<file path="src/rtl/song_sequencer_pkg.sv">
// Shared widths, FSM encoding and song contents for the song sequencer.
// Song data is a constant table so the ROM builds without an external init file.
package song_sequencer_pkg;

   localparam int unsigned NoteW = 6;
   localparam int unsigned DurW  = 6;
   localparam int unsigned SongW = 2;
   localparam int unsigned IdxW  = 5;
   localparam int unsigned AddrW = SongW + IdxW;
   localparam int unsigned WordW = NoteW + DurW;

   localparam logic [DurW-1:0] EndMarker = '0;

   typedef enum logic [2:0] {
      StPaused,
      StFetch,
      StWait,
      StLoad,
      StPlaying
   } state_e;

   // Returns {note, duration} for ROM address {song, idx}.
   function automatic logic [WordW-1:0] song_word(input logic [AddrW-1:0] addr);
      logic [SongW-1:0] s;
      logic [IdxW-1:0]  i;
      logic [NoteW-1:0] n;
      logic [DurW-1:0]  d;
      s = addr[AddrW-1:IdxW];
      i = addr[IdxW-1:0];
      n = '0;
      d = EndMarker;
      case (s)
         2'd0: begin
            if (i == 5'd0) begin n = 6'd12; d = 6'd10; end
            else if (i == 5'd1) begin n = 6'd20; d = 6'd5; end
         end
         2'd1: begin
            if (i == 5'd0) begin n = 6'd33; d = 6'd7; end
            else if (i == 5'd1) begin n = 6'd40; d = 6'd2; end
         end
         // Full-length song: every entry valid, so it ends by index wrap.
         2'd2: begin
            n = NoteW'(i) + NoteW'(30);
            d = DurW'(i) + DurW'(1);
         end
         default: begin
            if (i == 5'd0) begin n = 6'd5; d = 6'd3; end
            else if (i == 5'd1) begin n = 6'd6; d = 6'd4; end
            else if (i == 5'd2) begin n = 6'd7; d = 6'd5; end
         end
      endcase
      return {n, d};
   endfunction

endpackage

</file>
<file path="src/rtl/song_sequencer_if.sv">
// UI / note-player side signals of the song sequencer.
interface song_sequencer_if;
   import song_sequencer_pkg::*;

   logic             play;
   logic [SongW-1:0] song;
   logic             note_done;
   logic [NoteW-1:0] note;
   logic [DurW-1:0]  duration;
   logic             new_note;
   logic             song_done;

   modport slave (
      input  play, song, note_done,
      output note, duration, new_note, song_done
   );

   modport master (
      output play, song, note_done,
      input  note, duration, new_note, song_done
   );

endinterface

</file>
<file path="src/rtl/song_sequencer_rom.sv">
// Song ROM with one cycle of registered read latency.
module song_sequencer_rom
   import song_sequencer_pkg::*;
(
   input  logic             clk_i,
   input  logic [AddrW-1:0] addr_i,
   output logic [WordW-1:0] data_o
);

   logic [WordW-1:0] data_q;

   always_ff @(posedge clk_i) begin
      data_q <= song_word(addr_i);
   end

   assign data_o = data_q;

endmodule

</file>
<file path="src/rtl/song_sequencer.sv">
// Walks the song ROM and hands (note, duration) pairs to the note player.
// Define SONG_SEQ_LOOP_EN to repeat a song forever instead of stopping at its end.
module song_sequencer
   import song_sequencer_pkg::*;
(
   input  logic         clk_i,
   input  logic         reset_ni,
   song_sequencer_if.slave bus_io
);

   state_e           state_q, state_d;
   logic [IdxW-1:0]  idx_q, idx_d;
   logic [SongW-1:0] cur_song_q, cur_song_d;
   logic [NoteW-1:0] note_q, note_d;
   logic [DurW-1:0]  dur_q, dur_d;
   logic             song_done_q, song_done_d;

   logic [WordW-1:0] rom_data;
   logic [NoteW-1:0] rom_note;
   logic [DurW-1:0]  rom_dur;
   logic             song_chg;
   logic             end_of_song;

   song_sequencer_rom u_rom (
      .clk_i  (clk_i),
      .addr_i ({cur_song_q, idx_q}),
      .data_o (rom_data)
   );

   assign {rom_note, rom_dur} = rom_data;
   assign song_chg = (bus_io.song != cur_song_q);

   always_comb begin
      state_d     = state_q;
      idx_d       = idx_q;
      cur_song_d  = cur_song_q;
      note_d      = note_q;
      dur_d       = dur_q;
      end_of_song = 1'b0;
`ifdef SONG_SEQ_LOOP_EN
      song_done_d = 1'b0;
`else
      song_done_d = song_done_q;
`endif

      unique case (state_q)
         StPaused:  if (bus_io.play && !song_done_q) state_d = StFetch;
         StFetch:   state_d = StWait;
         StWait: begin
            if (rom_dur == EndMarker) begin
               end_of_song = 1'b1;
            end else begin
               note_d  = rom_note;
               dur_d   = rom_dur;
               state_d = StLoad;
            end
         end
         StLoad:    state_d = StPlaying;
         StPlaying: begin
            if (bus_io.note_done) begin
               if (idx_q == '1) begin
                  end_of_song = 1'b1;
               end else begin
                  idx_d   = idx_q + IdxW'(1);
                  state_d = bus_io.play ? StFetch : StPaused;
               end
            end
         end
         default:   state_d = StPaused;
      endcase

      if (end_of_song) begin
         song_done_d = 1'b1;
`ifdef SONG_SEQ_LOOP_EN
         idx_d   = '0;
         state_d = bus_io.play ? StFetch : StPaused;
`else
         state_d = StPaused;
`endif
      end

      // A song switch overrides whatever the FSM decided this cycle.
      if (song_chg) begin
         cur_song_d  = bus_io.song;
         idx_d       = '0;
         song_done_d = 1'b0;
         note_d      = note_q;
         dur_d       = dur_q;
         state_d     = StPaused;
      end
   end

   always_ff @(posedge clk_i) begin
      if (!reset_ni) begin
         state_q     <= StPaused;
         idx_q       <= '0;
         cur_song_q  <= bus_io.song;
         note_q      <= '0;
         dur_q       <= '0;
         song_done_q <= 1'b0;
      end else begin
         state_q     <= state_d;
         idx_q       <= idx_d;
         cur_song_q  <= cur_song_d;
         note_q      <= note_d;
         dur_q       <= dur_d;
         song_done_q <= song_done_d;
      end
   end

   assign bus_io.note      = note_q;
   assign bus_io.duration  = dur_q;
   assign bus_io.new_note  = (state_q == StLoad) && !song_chg;
   assign bus_io.song_done = song_done_q;

endmodule

</file>
<file path="src/flat_wrapper.sv">
// flat-port wrapper written by rule: the top's interface ports become plain ports
module song_sequencer_flat import song_sequencer_pkg::*;
  (clk_i, reset_ni, bus_io_play, bus_io_song, bus_io_note_done, bus_io_note, bus_io_duration, bus_io_new_note, bus_io_song_done);
  song_sequencer_if bus_io_i ();
  input  logic clk_i;
  input  logic reset_ni;
  input wire logic [$bits(bus_io_i.play)-1:0] bus_io_play;
  input wire logic [$bits(bus_io_i.song)-1:0] bus_io_song;
  input wire logic [$bits(bus_io_i.note_done)-1:0] bus_io_note_done;
  output wire logic [$bits(bus_io_i.note)-1:0] bus_io_note;
  output wire logic [$bits(bus_io_i.duration)-1:0] bus_io_duration;
  output wire logic [$bits(bus_io_i.new_note)-1:0] bus_io_new_note;
  output wire logic [$bits(bus_io_i.song_done)-1:0] bus_io_song_done;
  assign bus_io_i.play = bus_io_play;
  assign bus_io_i.song = bus_io_song;
  assign bus_io_i.note_done = bus_io_note_done;
  assign bus_io_note = bus_io_i.note;
  assign bus_io_duration = bus_io_i.duration;
  assign bus_io_new_note = bus_io_i.new_note;
  assign bus_io_song_done = bus_io_i.song_done;
  song_sequencer u_core (.clk_i(clk_i), .reset_ni(reset_ni), .bus_io(bus_io_i));
endmodule
</file>
<file path="config.mk">
export PLATFORM = sky130hd
export DESIGN_NAME = song_sequencer_flat
export DESIGN_NICKNAME = d
export VERILOG_FILES = /design/src/rtl/song_sequencer_pkg.sv /design/src/rtl/song_sequencer_if.sv /design/src/rtl/song_sequencer_rom.sv /design/src/rtl/song_sequencer.sv /design/src/flat_wrapper.sv
export SDC_FILE = /design/constraint.sdc
export NUM_CORES = 1
export LEC_CHECK = 0
export ABC_AREA = 0
export CORE_MARGIN = 2
export CORE_UTILIZATION = 55
export CTS_BUF_LIST = sky130_fd_sc_hd__clkbuf_4
export CTS_CLUSTER_DIAMETER = 200
export DETAILED_ROUTE_END_ITERATION = 10
export PLACE_DENSITY = 0.78
export SLEW_MARGIN = 20
export SYNTH_ARGS = -nofsm -noshare
export SYNTH_HDL_FRONTEND = slang
export SYNTH_HIERARCHICAL = 1
export SYNTH_SLANG_ARGS = --single-unit
</file>
<file path="constraint.sdc">
create_clock -name clk_i -period 2.45 [get_ports clk_i]
set_clock_uncertainty 0.2 [all_clocks]
set_input_delay 0.49 -clock clk_i [delete_from_list [all_inputs] [get_ports clk_i]]
set_output_delay 0.49 -clock clk_i [all_outputs]
set_load 0.02 [all_outputs]
</file>
Word-level counts from Yosys, hierarchy flattened
Index checks and enable logic that the tools add are counted.
{"block": "word_totals", "word_cells": 70, "latch_bits": 0, "output_inout_bits": 14, "mem_count": 0, "ram_bits": 0, "ff_bits": 35, "rom_bits": 0, "input_bits": 6}
{"block": "op_classes", "n_mul": 0, "n_mux": 28, "addsub": 3, "shift": 0, "div_mod_pow": 0, "n_reduce_logical": 13, "eq_ne": 15, "magnitude_cmp": 0, "bitwise_logic": 4}
{"op": "two-way mux 3 bit", "count": 12}
{"op": "case mux 6 bit (3 select lines)", "count": 2}
{"op": "case mux 3 bit (5 select lines)", "count": 1}
{"op": "two-way mux 6 bit", "count": 2}
{"op": "two-way mux 5 bit", "count": 2}
{"op": "adder 5 x 1 -> 6 bit (second input constant)", "count": 1}
{"op": "adder 5 x 5 -> 6 bit (second input constant)", "count": 1}
{"op": "equality test 3 x 2 -> 1 bit (second input constant)", "count": 2}
{"op": "zero test 6 bit", "count": 1}
{"op": "two-way mux 2 bit", "count": 3}
{"op": "inequality test 2 bit (second input constant)", "count": 3}
{"op": "AND reduction 3 bit", "count": 2}
{"op": "adder 5 x 1 -> 5 bit (second input constant)", "count": 1}
{"op": "equality test 5 x 1 -> 1 bit (second input constant)", "count": 1}
{"op": "equality test 5 x 2 -> 1 bit (second input constant)", "count": 1}
{"op": "equality test 5 bit (second input constant)", "count": 1}
{"op": "zero test 5 bit", "count": 1}
{"op": "two-way mux 1 bit", "count": 4}
{"op": "two-way mux 4 bit", "count": 1}
{"op": "inequality test 2 x 1 -> 1 bit (second input constant)", "count": 2}
{"op": "NOT 1 bit", "count": 4}
{"op": "AND reduction 4 bit", "count": 1}
{"op": "equality test 3 x 1 -> 1 bit (second input constant)", "count": 1}
{"op": "equality test 3 bit (second input constant)", "count": 1}
{"op": "10 further kinds", "count": 12}

Logic depth before layout (Yosys ltp)
{"block": "logic_depth", "depth_word": 5, "depth_mapped": 7, "mapped_depth_nobuf": 7}

Cells and area by module
Netlist, hierarchy kept.
{"module": "song_sequencer", "area_each_um2": 1054.8, "n_inst": 1, "cells_each": 109, "seq_area_each_um2": 480.5}
{"module": "song_sequencer_rom", "area_each_um2": 694.4, "n_inst": 1, "cells_each": 76, "seq_area_each_um2": 240.2}

Worst setup path before layout
No wires, ideal clock.
{"block": "synth_timing", "kind": "register -> register", "start": "register u_core.idx_q[0]", "end": "register u_core.u_rom.data_q[2] (netlist: u_core/u_rom/data_o[2])", "arrival_ns": 1.621, "required_time_ns": 2.175, "path_stages_with_launch": 6, "period_less_slack_ns": 1.895, "setup_time_ns": 0.075, "setup_slack_ns": 0.555, "n_path_buf": 0, "cell_sequence": "dfxtp_1 > inv_1 > ha_1 > or4b_2 > o211a_1 > o22ai_1"}
{"block": "synth_between", "elab_chain_len": 5, "elab_cells_between_ends": 11, "classes_between": "add/sub: 1; eq/ne: 2; mux: 7; reduce/logical: 1"}
{"element": "start, declared", "line_no": "song_sequencer.sv:12", "source": "logic [IdxW-1:0] idx_q, idx_d;"}
{"element": "start signal, assigned", "line_no": "song_sequencer.sv:103", "source": "idx_q <= idx_d;"}
{"element": "equality test 5 x 2 -> 1 bit", "line_no": "song_sequencer_pkg.sv:49", "source": "else if (i == 5'd2) begin n = 6'd7; d = 6'd5; end"}
{"element": "two-way mux 3 bit", "line_no": "song_sequencer_pkg.sv:49"}
{"element": "two-way mux 3 bit", "line_no": "song_sequencer_pkg.sv:48", "source": "else if (i == 5'd1) begin n = 6'd6; d = 6'd4; end"}
{"element": "two-way mux 3 bit", "line_no": "song_sequencer_pkg.sv:47", "source": "if (i == 5'd0) begin n = 6'd5; d = 6'd3; end"}
{"element": "case mux 6 bit (3 select lines) (*)", "line_no": "song_sequencer_pkg.sv:32", "source": "case (s)"}
{"element": "end signal, assigned", "line_no": "song_sequencer_rom.sv:13", "source": "data_q <= song_word(addr_i);"}
{"element": "end, declared", "line_no": "song_sequencer_rom.sv:10", "source": "logic [WordW-1:0] data_q;"}
Every way passes the cells marked *; elsewhere a longest branch is shown, timed or not.
A chain may end at the register's enable or synchronous reset.

Final worst setup path
{"block": "layout_timing", "start": "input bus_io_song[1]", "end": "output bus_io_new_note"}
{"block": "layout_between", "elab_chain_len": 3}
{"element": "start, declared", "line_no": "flat_wrapper.sv:8", "source": "input wire logic [$bits(bus_io_i.song)-1:0] bus_io_song;"}
{"element": "inequality test 2 bit", "line_no": "song_sequencer.sv:31", "source": "assign song_chg = (bus_io.song != cur_song_q);"}
{"element": "zero test 1 bit", "line_no": "song_sequencer.sv:113", "source": "assign bus_io.new_note = (state_q == StLoad) && !song_chg;"}
{"element": "logical AND 1 bit", "line_no": "song_sequencer.sv:113"}
{"element": "end, declared", "line_no": "flat_wrapper.sv:12", "source": "output wire logic [$bits(bus_io_i.new_note)-1:0] bus_io_new_note;"}
No other way between the ends.

==> results.txt <==
----------------------------------------------------
[Worst hold path]
  Worst min-delay path class ... register to register
  Origin of the worst min-delay path ... u_core/u_rom/data_o[11]

[GRT]
  Overall global routing resource usage ... 21.8%
  Global-route wire length before repair ... 5890 um
  Maximum number of pins on one net before global-route repair ... 25
  Vias in the first global route ... 1322
  Overflow after GRT ... 0
  Number of antenna violations at the first check in global routing ... 0

[Clocking]
  H-tree Lvls ... 2
  Root buffer cell ... sky130_fd_sc_hd__clkbuf_4
  CTS tree ... yes
  Insertion delay to the later sink of the worst-skew pair ... 0.34 ns
  Number of buffers added by the clock tree synthesis step ... 5
  Clk slew on worst S/H paths ... 0.11 ns
  Total clock sinks ... 35
  Maximum root-to-sink buffer count ... 2

[Worst setup path]
  Critical Path Source Type ... primary input
  Maximum fanout along the worst path ... 2
  Signal arrival time at the worst endpoint ... 1.61 ns
  Largest delay share family, worst path ... buffers and inverters
  Crit path capture type ... output port
  Start of the worst register-to-register path ... u_core/idx_q[0]
  Cell with the largest stage delay on the worst path ... sky130_fd_sc_hd__clkdlybuf4s50_1
  Setup Crit Path Kind ... primary input to output port
  Cell Chain, Critical Path ... clkdlybuf4s50_1, xor2_1, or2_4, nor2_1, clkbuf_2
  Required time at the endpoint of the critical path ... 1.76 ns
  Buffers and inverters on the worst path ... 2
  Worst path max stage delay ... 0.43 ns
  Worst Setup SP ... bus_io_song[1]

[Drt]
  First drt pass iteration count ... 4
  Post-detailed-route DRC marker count ... 0
  ANT nets after route ... 0
  Via Count ... 1374
  Drt wl/cell ... 13.6 um
  Initial DRC Count ... 70
  WL final ... 3450 um
  DR vias/cell ... 5.43

[Synthesis]
  Number of enable-type register cells in the synthesized netlist ... 2
  Cell area after synthesis ... 1750 um2
  Flip-flop and latch count after synthesis ... 35
  Share of the yosys chip area belonging to registers ... 41.2%
  Average footprint of a synthesized cell ... 9.46 um2
  Synthesized instance count ... 185
  Ys Warns ... 6
  Number of nets produced by synthesis ... 199
  Fraction of registers with async set or reset after synthesis ... 0%
  Most used flip-flop cell after synthesis ... sky130_fd_sc_hd__dfxtp_1
  Synth cell types ... 53

[Run status]
  Outcome ... completed

[Floorplan]
  Effective utilization at floorplan ... 57.8%
  Placeable core area ... 3030 um2
  Area of the die ... 3650 um2
  Ports ... 20
  Number of placement rows ... 20
  Die outline width ... 60.4 um
  Die Span Y ... 60.4 um

[Power and ir drop]
  Power per standard cell area ... 538 nW/um2
  Final Total Pwr ... 1.12 mW
  Peak supply drop ... 0.343 mV
  Leak pwr ... 0.757 nW

[STA]
  RSZ-0062 raised after global routing ... no
  Transition time at the pin with the least slew margin ... 0.567 ns
  Share of the clock period used by the worst path after layout ... 93.7%
  Final hold violations ... 0
  Peak Freq ... 0.436 GHz
  Normalized max-slew margin ... 61.9%
  Number of endpoints failing setup at the final stage ... 0
  Min Tclk post-route ... 2.30 ns
  Max Transition Viols Final ... 0
  WHS ... 0.257 ns

[Final layout]
  Fraction of layout instances using a drive strength above 1 ... 13.4%
  Most common cell after layout, fill and taps aside ... sky130_fd_sc_hd__dfxtp_1
  Footprint of the multi-input gates ... 943 um2
  Final #Nets ... 222
  Layout area overhead ... 18.5%
  Commonest cells after routing, fill and taps aside ... sky130_fd_sc_hd__dfxtp_1 (33), sky130_fd_sc_hd__nand2_1 (26), sky130_fd_sc_hd__clkdlybuf4s50_1 (18), sky130_fd_sc_hd__mux2i_1 (13), sky130_fd_sc_hd__nor2_1 (12)
  Antenna diodes ... 0
  Flip-flop and latch area ... 721 um2
  Final Cell Area ... 2070 um2
  Filler cells ... 255
  Final Util ... 68.5%

[Place]
  Number of input and output port buffers inserted ... 19
  DPL Wire Length ... 2520 um
  Area of placed instances ... 2000 um2
  Routability-driven placement congestion ratio ... 0.758

[Run]
  Number of max-cap violations ... 0

----------------------------------------------------
## registers in the layout (all words and copies together), names as in the netlist
| register | cells |
|---|---|
| u_core/idx_q | 5 |
| u_core/bus_io.note | 6 |
| u_core/bus_io.duration | 6 |
| u_core/u_rom/data_o | 12 |
| u_core/state_q | 3 |
| u_core/bus_io.song_done | 1 |
| u_core/cur_song_q | 2 |
## metrics by stage
step / setup TNS, ns / std cells / setup WS [ns]
global placement: -0.293 / 245 / -0.293
global route: 0 / 253 / 0.0849
CTS: 0 / 253 / 0.00990
detailed placement: -0.291 / 245 / -0.291
finish: 0 / 253 / 0.155
floorplan: 0 / 185 / 0.555
## power by group
| part | internal [mW] | switching [mW] | leakage, nW |
|---|---|---|---|
| Clock | 0.215 | 0.195 | 0.0452 |
| Combinational | 0.0470 | 0.0523 | 0.422 |
| Sequential | 0.596 | 0.0102 | 0.290 |
## Yosys cell counts, types with 2 or more instances
cell | instances | share of area [%]
sky130_fd_sc_hd__dfxtp_1 | 33 | 38
sky130_fd_sc_hd__nand2_1 | 26 | 5.6
sky130_fd_sc_hd__mux2i_1 | 13 | 7.4
sky130_fd_sc_hd__nor2_1 | 12 | 2.6
sky130_fd_sc_hd__ha_1 | 8 | 5.7
sky130_fd_sc_hd__a21oi_1 | 6 | 1.7
sky130_fd_sc_hd__inv_1 | 6 | 1.3
sky130_fd_sc_hd__clkbuf_1 | 5 | 1.1
sky130_fd_sc_hd__nand3_1 | 5 | 1.4
sky130_fd_sc_hd__o21ai_0 | 5 | 1.4
sky130_fd_sc_hd__xnor2_1 | 5 | 2.5
sky130_fd_sc_hd__nand2b_1 | 4 | 1.4
sky130_fd_sc_hd__nor3_1 | 4 | 1.1
sky130_fd_sc_hd__xor2_1 | 4 | 2.0
sky130_fd_sc_hd__and3b_1 | 3 | 1.5
sky130_fd_sc_hd__buf_6 | 3 | 1.9
sky130_fd_sc_hd__nand3b_1 | 3 | 1.3
sky130_fd_sc_hd__edfxtp_1 | 2 | 3.4
sky130_fd_sc_hd__nor3_2 | 2 | 1.1
sky130_fd_sc_hd__nor4_1 | 2 | 0.72
sky130_fd_sc_hd__o22ai_1 | 2 | 0.72
## metal layers
layer  vias up  routed length [um]  track usage [%]
met5         -                   0                0
met2        41                1690             36.6
met1       633                1540             26.1
li1        698                   -                -
met3         2                 201             5.54
met4         0                  19             10.2
## path summary, 6_finish.rpt
check                           end  slack [ns]  depth (start not counted)
min reg2reg   u_core/bus_io.note[5]        0.26                          2
max                 bus_io_new_note        0.15                          5
max reg2reg  u_core/u_rom/data_o[2]        0.31                          5
min           u_core/bus_io.note[5]        0.26                          2
## area by class of cell
class                      instances  area share [%]
clock inverter                     3            2.11
clock buffer                       5            1.81
tap                               44            2.66
inverter                           6            1.09
timing repair buffer              26            12.1
multi-input combinational        134            45.5
sequential                        35            34.8
## tightest hold or removal path: cells and delay by family, from the launching register on
family           cells  cell delay (ns)
AND/OR/NAND/NOR      1             0.05
flip-flops           1             0.32
multiplexers         1             0.06
## what timing repair did
action / in CTS / in global routing
hold buffers: 0 / 0
endpoints found under the hold margin: 0 / 0
buffers inserted: 0 / 0
pin swaps: 0 / 0
endpoints found under the setup margin: 1 / 1
resized for setup: 2 / 1
## cell families (layout without fill, tap and decap cells)
logic type	count (synthesis)	after routing	share of synthesized area, %
and+or+nand+nor	76	76	25.0
DFF	35	35	41.2
AOI/OAI and AO/OA	28	28	11.3
buffers and inverters	16	40	4.86
muxes	13	13	7.44
xor gates and xnor gates	9	9	4.51
adders and majority gates	8	8	5.72
Power figures use the tool's default switching activity.
